## src/rtl/ula_pkg.sv

```systemverilog
// Shared constants for the ULA front-end: operand/result widths, opcodes and
// the operand-entry FSM state encoding (also shown on the estado LEDs).
package ula_pkg;

  localparam int unsigned W_OPER = 4;
  localparam int unsigned W_RES  = 8;

  localparam logic [W_OPER-1:0] OP_SOMA = 4'd0;
  localparam logic [W_OPER-1:0] OP_SUB  = 4'd1;
  localparam logic [W_OPER-1:0] OP_MUL  = 4'd2;
  localparam logic [W_OPER-1:0] OP_DIV  = 4'd3;
  localparam logic [W_OPER-1:0] OP_SHL  = 4'd4;
  localparam logic [W_OPER-1:0] OP_SHR  = 4'd5;

  typedef enum logic [2:0] {
    CARREGA_OP = 3'd0,
    CARREGA_A  = 3'd1,
    CARREGA_B  = 3'd2,
    CALCULA    = 3'd3,
    EXIBE      = 3'd4
  } estado_t;

endpackage

```

## src/rtl/ula_sincronizador.sv

```systemverilog
// Multi-flop synchroniser for asynchronous board inputs; every stage resets to 0.
module ula_sincronizador #(
  parameter int unsigned WIDTH       = 1,
  parameter int unsigned SYNC_STAGES = 2
) (
  input  logic             clk,
  input  logic             rst_n,
  input  logic [WIDTH-1:0] d,
  output logic [WIDTH-1:0] q
);

  logic [WIDTH-1:0] stage [SYNC_STAGES];

  always_ff @(posedge clk or negedge rst_n) begin
    if (!rst_n) begin
      for (int unsigned i = 0; i < SYNC_STAGES; i++) stage[i] <= '0;
    end else begin
      stage[0] <= d;
      for (int unsigned i = 1; i < SYNC_STAGES; i++) stage[i] <= stage[i-1];
    end
  end

  assign q = stage[SYNC_STAGES-1];

endmodule

```

## src/rtl/ula_ctrl_entrada.sv

```systemverilog
// Switch/button front-end for the combinational ULA: loads opcode, A and B on
// button presses, latches the result and counts operations.
// Optional divide-by-zero flag output enabled with ULA_CTRL_DIV0_FLAG_EN.
module ula_ctrl_entrada
  import ula_pkg::*;
#(
  parameter int unsigned SYNC_STAGES = 2,
  parameter int unsigned NUM_OPS     = 6
) (
  input  logic              clk,
  input  logic              rst_n,
  input  logic [W_OPER-1:0] switchs,
  input  logic              botao,
  input  logic              cancelar,
  input  logic [W_RES-1:0]  saida_ula,
  output logic [W_OPER-1:0] A,
  output logic [W_OPER-1:0] B,
  output logic [W_OPER-1:0] op,
  output logic [W_RES-1:0]  resultado,
  output logic              valido,
  output logic [2:0]        estado,
`ifdef ULA_CTRL_DIV0_FLAG_EN
  output logic              div0,
`endif
  output logic              erro_op,
  output logic [W_RES-1:0]  contador_ops
);

  logic [W_OPER-1:0] sw_sync;
  logic [1:0]        btn_sync;
  logic              botao_sync;
  logic              canc_sync;
  logic              botao_prev;
  logic              press;

  estado_t state, nxt;
  logic    ld_op, ld_a, ld_b, fim_calc, ack, rej;
  logic    op_ok;
  logic    div_zero;

  ula_sincronizador #(
    .WIDTH       (W_OPER),
    .SYNC_STAGES (SYNC_STAGES)
  ) u_sync_sw (
    .clk   (clk),
    .rst_n (rst_n),
    .d     (switchs),
    .q     (sw_sync)
  );

  ula_sincronizador #(
    .WIDTH       (2),
    .SYNC_STAGES (SYNC_STAGES)
  ) u_sync_btn (
    .clk   (clk),
    .rst_n (rst_n),
    .d     ({cancelar, botao}),
    .q     (btn_sync)
  );

  assign botao_sync = btn_sync[0];
  assign canc_sync  = btn_sync[1];

  always_ff @(posedge clk or negedge rst_n) begin
    if (!rst_n) botao_prev <= 1'b0;
    else        botao_prev <= botao_sync;
  end

  // Rising edge only: a held button yields a single press
  assign press = botao_sync & ~botao_prev;
  assign op_ok = 32'(sw_sync) < NUM_OPS;

`ifdef ULA_CTRL_DIV0_FLAG_EN
  assign div_zero = (op == OP_DIV) && (B == '0);
`else
  assign div_zero = 1'b0;
`endif

  always_ff @(posedge clk or negedge rst_n) begin
    if (!rst_n) state <= CARREGA_OP;
    else        state <= nxt;
  end

  // Cancel overrides any press in the same cycle; CALCULA ignores presses
  always_comb begin
    nxt      = state;
    ld_op    = 1'b0;
    ld_a     = 1'b0;
    ld_b     = 1'b0;
    fim_calc = 1'b0;
    ack      = 1'b0;
    rej      = 1'b0;
    if (canc_sync) begin
      nxt = CARREGA_OP;
    end else begin
      case (state)
        CARREGA_OP: if (press) begin
          if (op_ok) begin
            ld_op = 1'b1;
            nxt   = CARREGA_A;
          end else begin
            rej = 1'b1;
          end
        end
        CARREGA_A: if (press) begin
          ld_a = 1'b1;
          nxt  = CARREGA_B;
        end
        CARREGA_B: if (press) begin
          ld_b = 1'b1;
          nxt  = CALCULA;
        end
        CALCULA: begin
          fim_calc = 1'b1;
          nxt      = EXIBE;
        end
        EXIBE: if (press) begin
          ack = 1'b1;
          nxt = CARREGA_OP;
        end
        default: nxt = CARREGA_OP;
      endcase
    end
  end

  always_ff @(posedge clk or negedge rst_n) begin
    if (!rst_n) begin
      A            <= '0;
      B            <= '0;
      op           <= '0;
      resultado    <= '0;
      valido       <= 1'b0;
      erro_op      <= 1'b0;
      contador_ops <= '0;
    end else begin
      if (ld_op) op <= sw_sync;
      if (ld_a)  A  <= sw_sync;
      if (ld_b)  B  <= sw_sync;
      erro_op <= rej;
      if (canc_sync || ack) begin
        valido <= 1'b0;
      end else if (fim_calc) begin
        resultado    <= div_zero ? '0 : saida_ula;
        valido       <= 1'b1;
        contador_ops <= contador_ops + 1'b1;
      end
    end
  end

`ifdef ULA_CTRL_DIV0_FLAG_EN
  always_ff @(posedge clk or negedge rst_n) begin
    if (!rst_n)                 div0 <= 1'b0;
    else if (canc_sync || ack)  div0 <= 1'b0;
    else if (fim_calc)          div0 <= div_zero;
  end
`endif

  assign estado = state;

endmodule

```

## config.mk

```make
export PLATFORM = sky130hd
export DESIGN_NAME = ula_ctrl_entrada
export DESIGN_NICKNAME = d
export VERILOG_FILES = /design/src/rtl/ula_pkg.sv /design/src/rtl/ula_sincronizador.sv /design/src/rtl/ula_ctrl_entrada.sv
export SDC_FILE = /design/constraint.sdc
export NUM_CORES = 1
export LEC_CHECK = 0
export ABC_AREA = 1
export CELL_PAD_IN_SITES_DETAIL_PLACEMENT = 0
export CELL_PAD_IN_SITES_GLOBAL_PLACEMENT = 2
export CORE_MARGIN = 4
export CORE_UTILIZATION = 31
export CTS_CLUSTER_DIAMETER = 150
export DETAILED_ROUTE_END_ITERATION = 7
export PLACE_DENSITY_LB_ADDON = 0.1
export REMOVE_ABC_BUFFERS = 1
export SLEW_MARGIN = 20
export SYNTH_ARGS = -nofsm -noshare
export SYNTH_HDL_FRONTEND = slang
export SYNTH_HIERARCHICAL = 1
export SYNTH_SLANG_ARGS = --single-unit
```

## constraint.sdc

```tcl
create_clock -name clk -period 1.96 [get_ports clk]
set_input_delay 0.392 -clock clk [delete_from_list [all_inputs] [get_ports clk]]
set_output_delay 0.392 -clock clk [all_outputs]
set_load 0.05 [all_outputs]
```

==> results by group, run 1 <==
Synthesis
  – Sequential element share of the synthesized area: 64.70%
  – Post-Syn Area: 0.001779 mm²
  – Syn avg cell area: around 10 µm²
  – Synth Warn #: 6
  – Syn Inst Count: roughly 180
  – Seq cells post-synth: 46
  – Count of different cell masters after synthesis: 21

Worst setup path
  – Crit-path cells: clkdlybuf4s50_1
  – Slowest-stage cell, CP: clkdlybuf4s50_1
  – Data arrival time of the critical path: about 1.5 ns
  – R2R Setup Slk: roughly 0.57 ns
  – Buffers and inverters on the worst path: 1
  – Worst reg2reg path depth: 5
  – Critical Path Fanout Max: 3
  – WP data required: around 1.6 ns
  – CP Depth: 1
  – CP Capture Type: primary output
  – Max stage delay on crit path: ~0.82 ns
  – Crit path max-delay family: buffers and inverters
  – Worst Path Class, Setup: reg2out
  – Critical path startpoint category: flop

Global route
  – Total global routing overflow: 0
  – Initial antenna violation count: 0
  – Vias in the first global route: around 1300
  – GRT Overall Usage: 10.77%
  – Largest net degree at the start of global routing: 28
  – First-pass GRT wire length: between 6 and 7 mm

Final layout
  – Area growth syn-to-layout: 34.04%
  – Area of the multi-input gates: around 500 µm²
  – # diodes: 0
  – Share of cells above drive strength 1: 10.62%
  – Number of fillers in the final layout: 559
  – Fin area: around 0.0024 mm²
  – Fin cells: between 200 and 300
  – Nets: 242
  – Register area: between 0.001 and 0.0015 mm²

STA
  – Max-slew violation count: 0
  – Tcrit/Tclk final: 96.45%
  – Final Skew: about 0.0027 ns
  – Max Freq: approximately 530 MHz
  – Hold violation count in the final report: 0
  – Final TNS setup: 0 ns
  – Rel. slew slack: 66.00%
  – Worst slew pin tran: ~0.5 ns
  – RSZ-0062 raised after global routing: false
  – Final setup fails: 0
  – Final min period: 1.890 ns

Floorplan
  – CORE AREA: 0.005540 mm²
  – Die area: about 0.007 mm²
  – Boundary pin count: 49
  – Rows: 27
  – Starting Density: ~32%
  – Die Y: between 80 and 90 µm
  – Die width: between 80 and 90 µm

Detailed routing
  – DR vias: approximately 1300
  – ANT nets after route: 0
  – Vias per cell: 4.305
  – Drt wl/cell: ~12 µm
  – Routed wire length: 3.451 mm
  – DR iter-0 viols: between 50 and 60
  – DRT Pass-1 Iters: 4
  – Drt drc: 0

Flow run
  – Max-cap violations: 0

Run status
  – Status: completed

Clock network
  – Clock latency on the worst-skew pair: roughly 0.29 ns
  – TritonCTS buffer count: 5
  – CTS clk-pin slew, worst paths: approximately 0.09 ns
  – Sink Count: 46
  – Buffers from clock root to sink, at most: 2
  – CTS root buffer: clkbuf_8
  – CTS tree: yes
  – CTS H-tree lvls: 2
  – Post-CTS Hold Buffers: 0

Pwr
  – Clock power share: between 10% and 20%
  – Portion of total power attributed to sequential cells: between 30% and 40%
  – Sw frac: a little under half
  – Comb pwr share: a little under half
  – Internal: 1985 µW
  – Max VDD drop: around 0.63 mV
  – Pleak: 0.001171 µW
  – Cell Pwr Density: about 1500 mW/mm²
  – Net Switching: roughly 1600 µW

Placement
  – Post-Place Cells: 290
  – Placed Instance Area: about 0.0023 mm²
  – GPL Wtd Cong: around 0.76
  – Post-DP HPWL: 2.577 mm
  – Buffers on Ports: between 40 and 50

Hold path
  – Worst hold path class: in2async
==> cells in the mapped netlist <==
library cell  count  share of area [%]
nand2_1          57                 12
dfrtp_1          46                 65
inv_1            14                3.0
o21ai_0          13                3.7
nor2_1           11                2.3
nand3_1           9                2.5
buf_4             6                2.5
xnor2_1           3                1.5
a21oi_1           2               0.56
nand4_1           2               0.70
nor3_1            2               0.56
xor2_1            2               0.98
buf_2             1               0.28
buf_6             1               0.63
ha_1              1               0.70
inv_2             1               0.21
nand3_4           1               0.98
nand4_2           1               0.70
nor2_4            1               0.63
o21a_1            1               0.42
o21bai_1          1               0.42
==> state kept, by name (all words and copies together) (netlist names) <==
register	count
estado	3
resultado	8
u_sync_sw/q	4
op	4
B	4
contador_ops	8
u_sync_btn/q	2
valido	1
u_sync_btn/stage	2
botao_prev	1
u_sync_sw/stage	4
A	4
erro_op	1
==> routing by layer <==
metal | wire (µm) | global-route usage (%)
met3 | 272 | 4.442
met1 | 1564 | 13.43
met5 | 0 | 0
met2 | 1559 | 16.70
met4 | 53 | 3.947
==> worst paths after layout <==
| path | startpoint | end |
|---|---|---|
| max in group asynchronous | rst_n | u_sync_sw/stage[7]$_DFF_PN0_ |
| min in group clk | u_sync_sw/stage[7]$_DFF_PN0_ | u_sync_sw/q[3]$_DFF_PN0_ |
| worst max register to register | u_sync_btn/q[1]$_DFF_PN0_ | contador_ops[3]$_DFFE_PN0P_ |
| worst max-delay path | contador_ops[7]$_DFFE_PN0P_ | contador_ops[7] |
| worst min register to register | u_sync_sw/stage[7]$_DFF_PN0_ | u_sync_sw/q[3]$_DFF_PN0_ |
| worst min-delay path | rst_n | u_sync_btn/q[1]$_DFF_PN0_ |
==> cell families (layout without fill, tap and decap cells) <==
family                   Yosys count  after routing  share of synthesized area [%]
AO/OA/AOI/OAI                     17             17                          5.063
XOR/XNOR                           5              5                          2.462
buffers and inverters             23             73                          6.610
AND/OR/NAND/NOR                   84             84                          20.46
flip-flops                        46             46                          64.70
adder cells (fa/ha/maj)            1              1                         0.7031
==> cell usage in the layout (no fill, tap or decap), drive strengths merged, types with 3 or more instances in the layout <==
| cell type | synthesis | layout |
|---|---|---|
| nand3 | 10 | 10 |
| xnor2 | 3 | 3 |
| buf | 8 | 12 |
| o21ai | 13 | 13 |
| clkbuf | 0 | 5 |
| clkdlybuf4s50 | 0 | 37 |
| inv | 15 | 16 |
| nand2 | 57 | 57 |
| nand4 | 3 | 3 |
| dfrtp | 46 | 46 |
| nor2 | 12 | 12 |
==> timing repair <==
item	in CTS	in global routing
endpoints found under the hold margin	0	0
buffers inserted	0	0
resized for setup	0	1
setup endpoints to repair	0	1
==> area by class of cell <==
cell class                      instances  share of cell area, %
Clock inverter                          3                  1.049
Inverter                               15                  2.361
Timing Repair Buffer                   50                  20.25
Clock buffer                            5                  2.886
Tap cell                               72                  3.778
Sequential cell                        46                  48.27
Multi-Input combinational cell        107                  21.41
==> power groups by stage <==
stage	registers (µW)	logic, µW	clock network (µW)
2_1_floorplan	2170	298	0
3_3_place_gp	1360	1690	0
3_5_place_dp	1380	1690	0
4_1_cts	1360	1690	619
5_1_grt	1400	1780	666
6_report	1360	1680	591
==> per-stage QoR <==
| step | setup slack, ns | power (µW) | hold slack, ns | util, % |
|---|---|---|---|---|
| detailed placement | 0.3810 | 3070 | 0.3395 | 41.31 |
| CTS | 0.03655 | 3677 | 0.03741 | 43.00 |
| global route | 0.02487 | 3846 | 0.05659 | 43.04 |
| floorplan | 0.4457 | 2469 | 0.09641 | - |
| finish | 0.06963 | 3626 | 0.03655 | 43.04 |
| global placement | 0.3842 | 3052 | 0.3312 | 41.31 |
Note: power is estimated with default switching activity, not from simulation.
==> inputs of run 2 (changes only) <==
--- a/config.mk
+++ b/config.mk
@@ -9,7 +9,7 @@
 export CELL_PAD_IN_SITES_DETAIL_PLACEMENT = 0
 export CELL_PAD_IN_SITES_GLOBAL_PLACEMENT = 2
 export CORE_MARGIN = 4
-export CORE_UTILIZATION = 31
+export CORE_UTILIZATION = 26
 export CTS_CLUSTER_DIAMETER = 150
 export DETAILED_ROUTE_END_ITERATION = 7
 export PLACE_DENSITY_LB_ADDON = 0.1
==> constraint.sdc (replaced) <==
create_clock -name clk -period 1.6 [get_ports clk]
set_input_delay 0.32 -clock clk [delete_from_list [all_inputs] [get_ports clk]]
set_output_delay 0.32 -clock clk [all_outputs]
set_load 0.05 [all_outputs]
==> run 2 against run 1 <==
  * Clock power increased by 23%
  * Setup slack improved by 0.15 ns
  * Critical path type is now reg2reg
  * First-iteration DRC count decreased by 28%
  * Largest power group unchanged
==> results by group, run 2 (synthesis gave the netlist of run 1 again) <==
Run status
  – Status: completed

STA
  – Final setup fails: 0
  – Hold WS: between 0.3 and 0.4 ns
  – Worst slew pin tran: roughly 0.52 ns
  – Final setup margin: between 0.2 and 0.25 ns
  – Rel. slew slack: 65.40%
  – Final TNS setup: 0 ns
  – Max-slew violation count: 0
  – Max Freq: slightly above 700 MHz
  – Tcrit/Tclk final: between 80% and 90%
  – Hold violation count in the final report: 0
  – Final min period: 1.376 ns
  – RSZ-0062 raised after global routing: false
  – Final Skew: 0.006905 ns

Placement
  – GPL Wtd Cong: 0.7448
  – Post-DP HPWL: 2.901 mm
  – Buffers on Ports: 48
  – Setup WS pre-CTS: ~0.21 ns
  – Placed Instance Area: 0.002367 mm²

Global route
  – GRT Overall Usage: 9.892%
  – Vias in the first global route: ~1300
  – Initial antenna violation count: 0
  – Total global routing overflow: 0
  – Largest net degree at the start of global routing: 25
  – First-pass GRT wire length: around 6.5 mm

Pwr
  – Portion of total power attributed to sequential cells: about 38%
  – Cell Pwr Density: between 1500 and 2000 mW/mm²
  – Net Switching: roughly 2100 µW
  – Comb pwr share: between 40% and 50%
  – Pleak: 0.001224 µW
  – Internal: 2456 µW
  – Sw frac: a little under half
  – Clock power share: approximately 16%
  – Max VDD drop: 0.8027 mV

Final layout
  – Number of fillers in the final layout: between 600 and 700
  – Most frequent cells in the layout: nand2_1, dfrtp_1, buf_4, inv_1, clkdlybuf4s50_1
  – Most common cell after layout, fill and taps aside: nand2_1
  – Area growth syn-to-layout: 38.89%
  – Top Registers: contador_ops (8), resultado (8)
  – Share of cells above drive strength 1: a little over a fifth
  – Fin area: between 0.002 and 0.0025 mm²
  – Nets: 244
  – # diodes: 0

Clock network
  – CTS clk-pin slew, worst paths: 0.09 ns
  – Sink Count: 46
  – CTS tree: yes
  – Post-CTS Hold Buffers: 1
  – Clock latency on the worst-skew pair: about 0.3 ns
  – Buffers from clock root to sink, at most: 2
  – Post-cts gate resize count: 0
  – CTS H-tree lvls: 2
  – TritonCTS buffer count: 5
  – Post-CTS setup repair buffer count: 0
  – CTS root buffer: clkbuf_8

Detailed routing
  – Routed wire length: ~3.8 mm
  – Drt wl/cell: ~12 µm
  – DR iter-0 viols: 39
  – DRT Pass-1 Iters: 2
  – Vias per cell: about 4.2
  – Drt drc: 0
  – DR vias: roughly 1300
  – ANT nets after route: 0

Worst setup path
  – FF-to-FF Start: u_sync_btn/q[1]$_DFF_PN0_
  – Critical Path Fanout Max: 12
  – WP data required: 1.78 ns
  – CP Capture Type: flop
  – Crit path from: u_sync_btn/q[1]$_DFF_PN0_
  – Data arrival time of the critical path: approximately 1.6 ns
  – Critical path startpoint category: flop
  – Worst Path Class, Setup: reg2reg

Floorplan
  – Die area: 0.008231 mm²
  – Die Y: roughly 91 µm
  – Die width: approximately 90 µm
  – Boundary pin count: 49
  – Rows: 29
  – Starting Density: between 20% and 30%
  – CORE AREA: between 0.006 and 0.007 mm²

Flow run
  – Max-cap violations: 0

Hold path
  – Worst hold path class: reg2reg
  – Hold_sp: u_sync_sw/stage[6]$_DFF_PN0_
-- run 2: critical path, cell delays in order (launching register included) --
cell and delay (ns):
dfrtp_1 0.47, nor2_4 0.19, nand3_4 0.15, inv_2 0.23
nand2_1 0.09, xnor2_1 0.13
-- run 2: cell type report --
cell class                 count  area [µm²]  area share [%]
inverter                      15       56.30           2.278
clock buffer                   5       68.82           2.785
tap                           77       96.34           3.899
sequential                    46        1151           46.58
timing repair buffer          52       563.0           22.78
multi-input combinational    107       510.5           20.66
clock inverter                 3       25.02           1.013
-- run 2: power groups by stage --
stage | clock network, µW | registers (µW) | logic (µW)
6_report | 727 | 1700 | 2090
5_1_grt | 819 | 1750 | 2220
4_1_cts | 774 | 1700 | 2120
3_5_place_dp | 0 | 1720 | 2120
3_3_place_gp | 0 | 1720 | 2100
2_1_floorplan | 0 | 2660 | 365
-- run 2: path summary, 6_finish.rpt --
check                           cells past startpoint  slack, ns                     endpoint
worst max-delay path                                5       0.22  contador_ops[2]$_DFFE_PN0P_
worst min-delay path                                0       0.34     u_sync_sw/q[2]$_DFF_PN0_
worst max register to register                      5       0.22  contador_ops[2]$_DFFE_PN0P_
worst min register to register                      0       0.34     u_sync_sw/q[2]$_DFF_PN0_
max in group asynchronous                           3       0.50     resultado[5]$_DFFE_PN0P_
min in group asynchronous                           2       0.52             A[2]$_DFFE_PN0P_
-- run 2: metal layers --
| layer | vias up | global-route usage, % | part of all wire, % |
|---|---|---|---|
| li1 | 648 | - | - |
| met1 | 595 | 11.61 | 42 |
| met2 | 34 | 16.49 | 50 |
| met3 | 4 | 3.750 | 7.1 |
| met4 | 0 | 3.444 | 1.2 |
| met5 | - | 0 | 0 |
-- run 2: metrics by stage --
step / power, µW / std cells / utilization, %
after floorplan: 3024 / 168 / -
after global placement: 3818 / 296 / 36.45
after detailed placement: 3839 / 296 / 36.45
after CTS: 4602 / 305 / 38.05
after global routing: 4796 / 305 / 38.05
final: 4519 / 305 / 38.05
==> inputs of run 3 (changes only) <==
--- a/config.mk
+++ b/config.mk
@@ -6,6 +6,7 @@
 export NUM_CORES = 1
 export LEC_CHECK = 0
 export ABC_AREA = 1
+export ABC_CLOCK_PERIOD_IN_PS = 1600
 export CELL_PAD_IN_SITES_DETAIL_PLACEMENT = 0
 export CELL_PAD_IN_SITES_GLOBAL_PLACEMENT = 2
 export CORE_MARGIN = 4
==> results of run 3 <==
The final DEF is identical to that of run 2; final timing and power are the same.
